`config.mk`:
```
export PLATFORM = sky130hd
export DESIGN_NAME = second_layer_tnndirect
export DESIGN_NICKNAME = d
export VERILOG_FILES = /design/src/rtl/second_layer_tnndirect.sv
export SDC_FILE = /design/constraint.sdc
export NUM_CORES = 1
export LEC_CHECK = 0
export ABC_AREA = 1
export CAP_MARGIN = 15
export CORE_AREA = 10 10 47 49
export CTS_CLUSTER_DIAMETER = 30
export DETAILED_ROUTE_END_ITERATION = 6
export DIE_AREA = 0 0 57 59
export PLACE_DENSITY = 0.73
export RECOVER_POWER = 25
export SLEW_MARGIN = 0
export SYNTH_ARGS = -nofsm -noshare
export SYNTH_HDL_FRONTEND = slang
export SYNTH_SLANG_ARGS = --single-unit
```
`constraint.sdc`:
```
create_clock -name clk -period 1.6 [get_ports clk]
set_input_delay 0.4 -clock clk [delete_from_list [all_inputs] [get_ports clk]]
set_output_delay 0.4 -clock clk [all_outputs]
set_load 0.005 [all_outputs]
```
`src/rtl/second_layer_tnndirect.sv`:
```
// second_layer_tnndirect: ternary-weight second layer, serial accumulate then serial argmax, one inference per reset
module second_layer_tnndirect #(
  parameter int HIDDEN_CNT = 4,
  parameter int CLASS_CNT = 3,
  parameter logic [CLASS_CNT*HIDDEN_CNT-1:0] SPARSE_VALS = '0,
  parameter logic [CLASS_CNT*HIDDEN_CNT-1:0] MASK = '0
) (
  input  logic clk,
  input  logic rst,
  input  logic [HIDDEN_CNT-1:0] hidden,
  input  logic start,
  output logic [$clog2(CLASS_CNT)-1:0] out,
  output logic done
);
  localparam int SW = $clog2(HIDDEN_CNT+1)+1;
  localparam int CW = $clog2((HIDDEN_CNT > CLASS_CNT ? HIDDEN_CNT : CLASS_CNT)+1);
  localparam int OW = $clog2(CLASS_CNT);
  typedef enum logic [1:0] {IDLE, ACCUM, ARGMAX, DONE} state_t;
  state_t state, nxt;
  logic [CW-1:0] cnt;
  logic [HIDDEN_CNT-1:0] hid_q, sel;
  logic signed [SW-1:0] score [CLASS_CNT];
  logic signed [SW-1:0] best_score, cur_score;
  logic [OW-1:0] best_idx, win_idx;
  logic [CLASS_CNT-1:0] m, s;
  logic hbit, last_h, last_c, take;
  assign done = state == DONE;
  // state register
  always_ff @(posedge clk or posedge rst)
    if (rst) state <= IDLE;
    else state <= nxt;
  // next state; DONE is terminal until reset
  always_comb
    nxt = state == IDLE   ? (start ? ACCUM : IDLE) :
          state == ACCUM  ? (last_h ? ARGMAX : ACCUM) :
          state == ARGMAX ? (last_c ? DONE : ARGMAX) : DONE;
  // per-step decode: current hidden bit, per-class weight, current class score and argmax candidate
  always_comb begin
    sel = HIDDEN_CNT'(1) << cnt;
    hbit = |(hid_q & sel);
    cur_score = score[0];
    for (int c = 0; c < CLASS_CNT; c++) begin
      m[c] = |(MASK[c*HIDDEN_CNT +: HIDDEN_CNT] & sel);
      s[c] = |(SPARSE_VALS[c*HIDDEN_CNT +: HIDDEN_CNT] & sel);
      if (cnt == CW'(c)) cur_score = score[c];
    end
    take = cnt == '0 || cur_score > best_score;
    win_idx = take ? OW'(cnt) : best_idx;
    last_h = cnt == CW'(HIDDEN_CNT-1);
    last_c = cnt == CW'(CLASS_CNT-1);
  end
  // datapath: latch input, accumulate ternary terms, track running best, publish result
  always_ff @(posedge clk or posedge rst)
    if (rst) begin
      cnt <= '0;
      hid_q <= '0;
      best_score <= '0;
      best_idx <= '0;
      out <= '0;
      for (int c = 0; c < CLASS_CNT; c++) score[c] <= '0;
    end else if (state == IDLE && start) begin
      hid_q <= hidden;
      cnt <= '0;
      for (int c = 0; c < CLASS_CNT; c++) score[c] <= '0;
    end else if (state == ACCUM) begin
      cnt <= last_h ? '0 : cnt + 1'b1;
      for (int c = 0; c < CLASS_CNT; c++)
        if (m[c]) score[c] <= score[c] + (s[c] == hbit ? SW'(1) : {SW{1'b1}});
    end else if (state == ARGMAX) begin
      cnt <= last_c ? '0 : cnt + 1'b1;
      best_score <= take ? cur_score : best_score;
      best_idx <= win_idx;
      if (last_c) out <= win_idx;
    end
endmodule

```
==> results of run 1 <==
==> placed cells by master, fill, tap and decap left out <==
cell type / instances
nand2_2: 4
nand3_1: 3
nor2_1: 1
clkdlybuf4s50_1: 3
nand2_1: 36
dlygate4sd2_1: 1
inv_1: 10
nor2_4: 1
clkbuf_4: 3
dlygate4sd3_1: 1
o21ai_0: 1
clkbuf_1: 1
ha_1: 5
inv_2: 6
o21ai_1: 3
dfrtp_1: 9
a21oi_1: 2
buf_4: 2
==> power breakdown <==
group	leakage [nW]	switching [mW]	internal (mW)
combinational	0.260	0.00481	0.00390
sequential	0.115	0	0.228
clock	0.0150	0.0862	0.0965
total	0.390	0.0910	0.328
==> flip-flops by register name, summed over array words and instances (netlist names) <==
signal / flops
best_idx: 2
cnt: 3
out: 2
state: 2
==> what timing repair did <==
action,4_1_cts,5_1_grt
buffers inserted,2,0
hold buffers,0,0
endpoints found under the hold margin,0,0
resized for setup,1,0
endpoints found under the setup margin,1,0
==> metrics by stage <==
step	hold WS, ns	util [%]	setup slack, ns	instances
floorplan	0.228	-	0.456	81
global placement	0.463	45.5	0.164	102
detailed placement	0.467	45.5	0.151	102
CTS	0.415	48.4	0.0760	108
global route	0.502	48.4	0.0489	108
finish	0.476	48.4	0.0929	108
==> area by class of cell <==
cell class,count,area (um2),area share [%]
clock buffer,4,26.3,3.87
inverter,16,60.1,8.86
multi-input combinational,56,283,41.7
sequential,9,225,33.2
tap,16,20.0,2.95
timing repair buffer,7,63.8,9.41
==> kinds of logic after synthesis <==
group                    synth area share (%)
AO/OA/AOI/OAI                            5.28
buffers and inverters                    10.6
flip-flops                               39.6
AND/OR/NAND/NOR                          33.5
adder cells (fa/ha/maj)                  11.0
==> routing by layer <==
| layer | vias up | routed length (um) | track usage, % |
|---|---|---|---|
| met4 | 0 | 37 | 6.71 |
| met5 | - | 0 | 0 |
| met2 | 7 | 495 | 11.6 |
| met1 | 208 | 462 | 7.52 |
| li1 | 263 | - | - |
| met3 | 6 | 67 | 3.43 |
==> how the worst max path moves through the flow <==
stage,to,cells after the start
finish,out[1],1
global route,out[1],1
CTS,out[0],1
detailed placement,done,3
global placement,done,3
floorplan,cnt[2]$_DFFE_PP0P_,8
==> reports/metrics.cfg, run 1 <==
[sta]
slew_headroom_pct=77.3
fin_worst_skew_ns=0.00496
fmax_mhz=664
timing.final.crit_share_pct=94.2
final_hold_viol_count=0
worst_pin_slew_ns=0.340
rsz0062_at_grt=no
setup_viol=0
setup_tns_ns=0
fin_crit_ns=1.51
finalMaxSlewViolations=0

[routing]
drtIter0Drc=7
wirelength_um=1060
remaining_drc_errors=0
vias_per_cell=4.48
drt-pass1-iter-count=4
ant_nets=0
vias=484
wl_per_cell_um=9.83

[synth]
synth_ff_type=dfrtp_1
yosysWarnings=0
yosys-top-cells-count=nand2_1, inv_1, dfrtp_1
synth_fp_nets=93
synth.area.top_cells=dfrtp_1, nand2_1, ha_1
postSynthAreaPerCell_um2=7.01
synthDominantCellAreaShare_pct=39.6
synth_seq_cells=9
synth_area_leader_cell=dfrtp_1
syn_inst=81
ys_types=12
postSynth.asyncResetShare_pct=100
post-synth-top-count-cell=nand2_1
synth_area_um2=568
synth.yosys.seq_area_share_pct=39.6
synth_edf_count=0

[placement]
globalplace.congestion=0.782
place_area_um2=638
port_buffers=5
dpl.hpwl_um=829

[worst_hold_path]
min_to=out[0]$_DFFE_PP0P_
hold_class=reg2reg
min-delay-start=out[0]$_DFFE_PP0P_
min_delay_path_depth=2

[power]
pwr_density_cell_nw_per_um2=618
p_leak_nw=0.390
peakVddDrop_uv=355
p_total_mw=0.419

[clocking]
cts-buffers-inserted=3
cts.clk_slew.worst_paths_ns=0.06
clk_path_buf_depth=2
cts.sinks=9
cts_tree=yes
cts_max_level=1
cts_root_buf=clkbuf_4
clk_latency_ns=0.27

[final_layout]
final_cell_area_um2=678
fillerInstances=142
area_growth_pct=19.4
final_nets=105
drive_gt1_share_pct=17.4
num_antenna_cells=0

[global_route]
antenna_found_initial=0
grt_pass1_vias=505
grt.overflow.total=0
grt_max_degree=10
grt_use_total_pct=7.53
grt_pass1_wl_um=2010

[floorplanning]
fp.dieW_um=57
fp.dieH_um=59
fp.dieArea_um2=3360
coreArea_um2=1400
initial_core_util_pct=40.5
ios=10
num_rows=14

[critical_path]
crit_path_end_kind=primary output
ff2ff_path_depth=8
required_ns=1.20
reg2reg_slack_ns=0.35
critPathLaunch=out[1]$_DFFE_PP0P_
path_cells=clkdlybuf4s50_1
arrival_ns=1.11
critPathKind=reg2out
cp_top_family=buffers and inverters
path_buf_inv=1
max_stage_delay_ns=0.50
slowest_stage=clkdlybuf4s50_1
cp_max_fo=2
r2r-start=cnt[1]$_DFFE_PP0P_
worstReg2RegEnd=cnt[2]$_DFFE_PP0P_
cp-start-kind=flop

[run]
cap_viol_max_count=0

[run_status]
status=finished, final reports clean

(Power assumes the default switching activity.)
==> run 2: changes to the inputs <==
Settings changed: ABC_AREA 1 to unset, CORE_AREA 10 10 47 49 to 2 2 39 41, DIE_AREA 0 0 57 59 to 0 0 41 43, PLACE_DENSITY 0.73 to 0.69.
==> run 2 against run 1 <==
  * Power is 130% higher
  * Worst hold slack better by 0.012 ns
  * Critical path depth stayed put
  * Via count is 20% lower
  * Global-route usage is 5.7 points higher
  * Cell area is 5.5% lower
  * Synthesized cell count is 36% lower
  * Clock power is 4% lower
  * Sequential cell count stayed put
  * Synthesized area is 5.1% lower
  * Highest routed layer is now met3
==> reports/metrics.cfg, run 2 <==
[synth]
synth_area_um2=539  ; -5.1%
yosys-top-cells-count=dfrtp_1, ha_1, inv_1
synth.yosys.seq_area_share_pct=41.8  ; +2.1 points
syn_inst=52  ; -36%
synth_ff_type=dfrtp_1
synth_seq_cells=9  ; unchanged
yosysWarnings=0  ; unchanged
synth_area_leader_cell=dfrtp_1
postSynth.asyncResetShare_pct=100  ; unchanged
synth.area.top_cells=dfrtp_1, ha_1, mux2i_1
post-synth-top-count-cell=dfrtp_1
ys_types=25  ; +13
synthDominantCellAreaShare_pct=41.8  ; +2.1 points
synth_fp_nets=64  ; -31%
postSynthAreaPerCell_um2=10.4  ; +48%
synth_edf_count=0  ; unchanged

[sta]
fin_crit_ns=1.50  ; -0.00623 ns
setup_tns_ns=0  ; unchanged
worst_pin_slew_ns=0.355  ; +0.0155 ns
worst_slack_ns=0.0991  ; +0.00623 ns
rsz0062_at_grt=no
fin_worst_skew_ns=0.0112  ; +0.00624 ns
timing.final.crit_share_pct=93.8  ; -0.39 points
final_hold_viol_count=0  ; unchanged
fmax_mhz=666  ; +0.42%
slew_headroom_pct=76.3  ; -1.0 points
finalMaxSlewViolations=0  ; unchanged
setup_viol=0  ; unchanged

[clocking]
cts_root_buf=clkbuf_4
clk_latency_ns=0.27  ; about the same
cts.clk_slew.worst_paths_ns=0.06  ; about the same
hold_buffers=0  ; unchanged
cts_max_level=1  ; unchanged
cts-buffers-inserted=3  ; unchanged
cts.sinks=9  ; unchanged
clk_path_buf_depth=2  ; unchanged
cts_tree=yes

[final_layout]
multi_input_area_um2=279  ; -1.3%
layout_commonest_cell=dfrtp_1
final_nets=75  ; -29%
regMostFlops=cnt
drive_gt1_share_pct=17.7  ; +0.35 points
num_antenna_cells=0  ; unchanged
area_growth_pct=18.8
regArea_um2=225  ; unchanged
fillerInstances=130  ; -8.5%
largest_reg_flops=3  ; unchanged
final_cell_mix=dfrtp_1, inv_1, ha_1

[critical_path]
reg2reg_slack_ns=0.18  ; -0.17 ns
slowest_stage=clkdlybuf4s50_1
crit_path_end_kind=primary output
cp-start-kind=flop
path_buf_inv=1  ; unchanged
max_stage_delay_ns=0.50  ; about the same
cp_max_fo=2  ; unchanged
path_cells=clkdlybuf4s50_1
critPathKind=reg2out
arrival_ns=1.10  ; about the same
cp_top_family=buffers and inverters
required_ns=1.20  ; about the same

[routing]
wl_per_cell_um=11.0  ; +12%
ant_nets=0  ; unchanged
remaining_drc_errors=0  ; unchanged
drtIter0Drc=10  ; +3
wl_met1_um=419  ; -9.3%
drt-pass1-iter-count=4  ; unchanged
route.met2.wl_um=383  ; -23%
highest_layer=met3
route.met3.wl_um=54  ; -19%
wirelength_um=857  ; -19%
vias=387  ; -20%
vias_per_cell=4.96  ; +11%

[floorplanning]
fp.dieW_um=41  ; -28%
fp.dieH_um=43  ; -27%
ios=10  ; unchanged
fp.dieArea_um2=1760  ; -48%
coreArea_um2=1380  ; -1.2%
num_rows=14  ; unchanged
initial_core_util_pct=39.0  ; -1.6 points

[global_route]
grt.overflow.total=0  ; unchanged
grt_max_degree=10  ; unchanged
grt_pass1_wl_um=1500  ; -25%
antenna_found_initial=0  ; unchanged
grt_use_total_pct=13.2  ; +5.7 points
grt_pass1_vias=359  ; -29%

[placement]
globalplace.congestion=0.730  ; -6.7%
dpl.hpwl_um=624  ; -25%
port_buffers=5  ; unchanged
pre_cts_ws_ns=0.142  ; -0.00876 ns

[power]
p_leak_nw=0.303  ; -22%
peakVddDrop_uv=688  ; +94%
pwr_density_cell_nw_per_um2=1500  ; +140%

[run_status]
status=finished, final reports clean

[run]
cap_viol_max_count=0  ; unchanged

[worst_hold_path]
hold_class=reg2reg

[run 2: cell types whose count changed after synthesis, moves of 2 or more]
cell	delta
nand3_1	-3
o21ai_1	-3
nand2_2	-4
inv_2	-6
nor2b_1	+2
nand2_1	-35
o22ai_1	+2
inv_1	-5
mux2i_1	+3
nand2b_1	+2
nor2_1	+3
[run 2: layout make-up]
cell class	count	share of cell area, %
flip-flops and latches	9	35.2
multi-input cells	36	43.6
clock buffers	4	4.10
inverters	5	2.93
repair buffers	8	11.1
well taps	16	3.13
[run 2: timing repair]
item,4_1_cts,5_1_grt
setup endpoints to repair,1,0
setup buffers,1,0
gates resized for setup,1,0
[run 2: worst paths after layout]
| kind | start | end | cells past startpoint |
|---|---|---|---|
| setup / recovery | out[1]$_DFFE_PP0P_ | out[1] | 1 |
| hold / removal | best_idx[0]$_DFFE_PP0P_ | best_idx[0]$_DFFE_PP0P_ | 1 |
| setup reg to reg | cnt[0]$_DFFE_PP0P_ | best_idx[1]$_DFFE_PP0P_ | 5 |
| hold reg to reg | best_idx[0]$_DFFE_PP0P_ | best_idx[0]$_DFFE_PP0P_ | 1 |
| max in group asynchronous | rst | best_idx[1]$_DFFE_PP0P_ | 2 |
| min in group asynchronous | rst | state[1]$_DFF_PP0_ | 2 |
[run 2: metal layers]
layer / GRT usage, % / vias to the layer above
li1: - / 198
met1: 17.4 / 183
met2: 16.9 / 6
met3: 9.42 / 0
met4: 4.00 / 0
met5: 0 / -
[run 2: report_power, final]
| part | switching [mW] | internal [mW] | leakage (nW) |
|---|---|---|---|
| Clock | 0.0785 | 0.0960 | 0.0150 |
| Combinational | 0.178 | 0.221 | 0.180 |
| Sequential | 0.0841 | 0.307 | 0.108 |
[run 2: cells by family (layout without fill, tap and decap cells)]
| kind of cell | Yosys count | count (layout) | synth area share, % |
|---|---|---|---|
| AOI/OAI and AO/OA | 11 | 11 | 13.2 |
| muxes | 5 | 5 | 9.74 |
| DFF | 9 | 9 | 41.8 |
| adders and majority gates | 5 | 5 | 11.6 |
| and+or+nand+nor | 15 | 15 | 17.2 |
| buffers and inverters | 7 | 17 | 6.50 |
[run 2: metrics by stage]
step / power [mW] / instances / cell area, um2 / utilization, % / hold slack (ns)
after detailed placement: 0.796 / 73 / 608 / 43.9 / 0.480
after global placement: 0.792 / 73 / 608 / 43.9 / 0.470
after CTS: 0.970 / 78 / 641 / 46.3 / 0.405
final: 0.964 / 78 / 641 / 46.3 / 0.488
after global routing: 1.07 / 78 / 641 / 46.3 / 0.532
after floorplan: 0.674 / 52 / 539 / - / 0.228
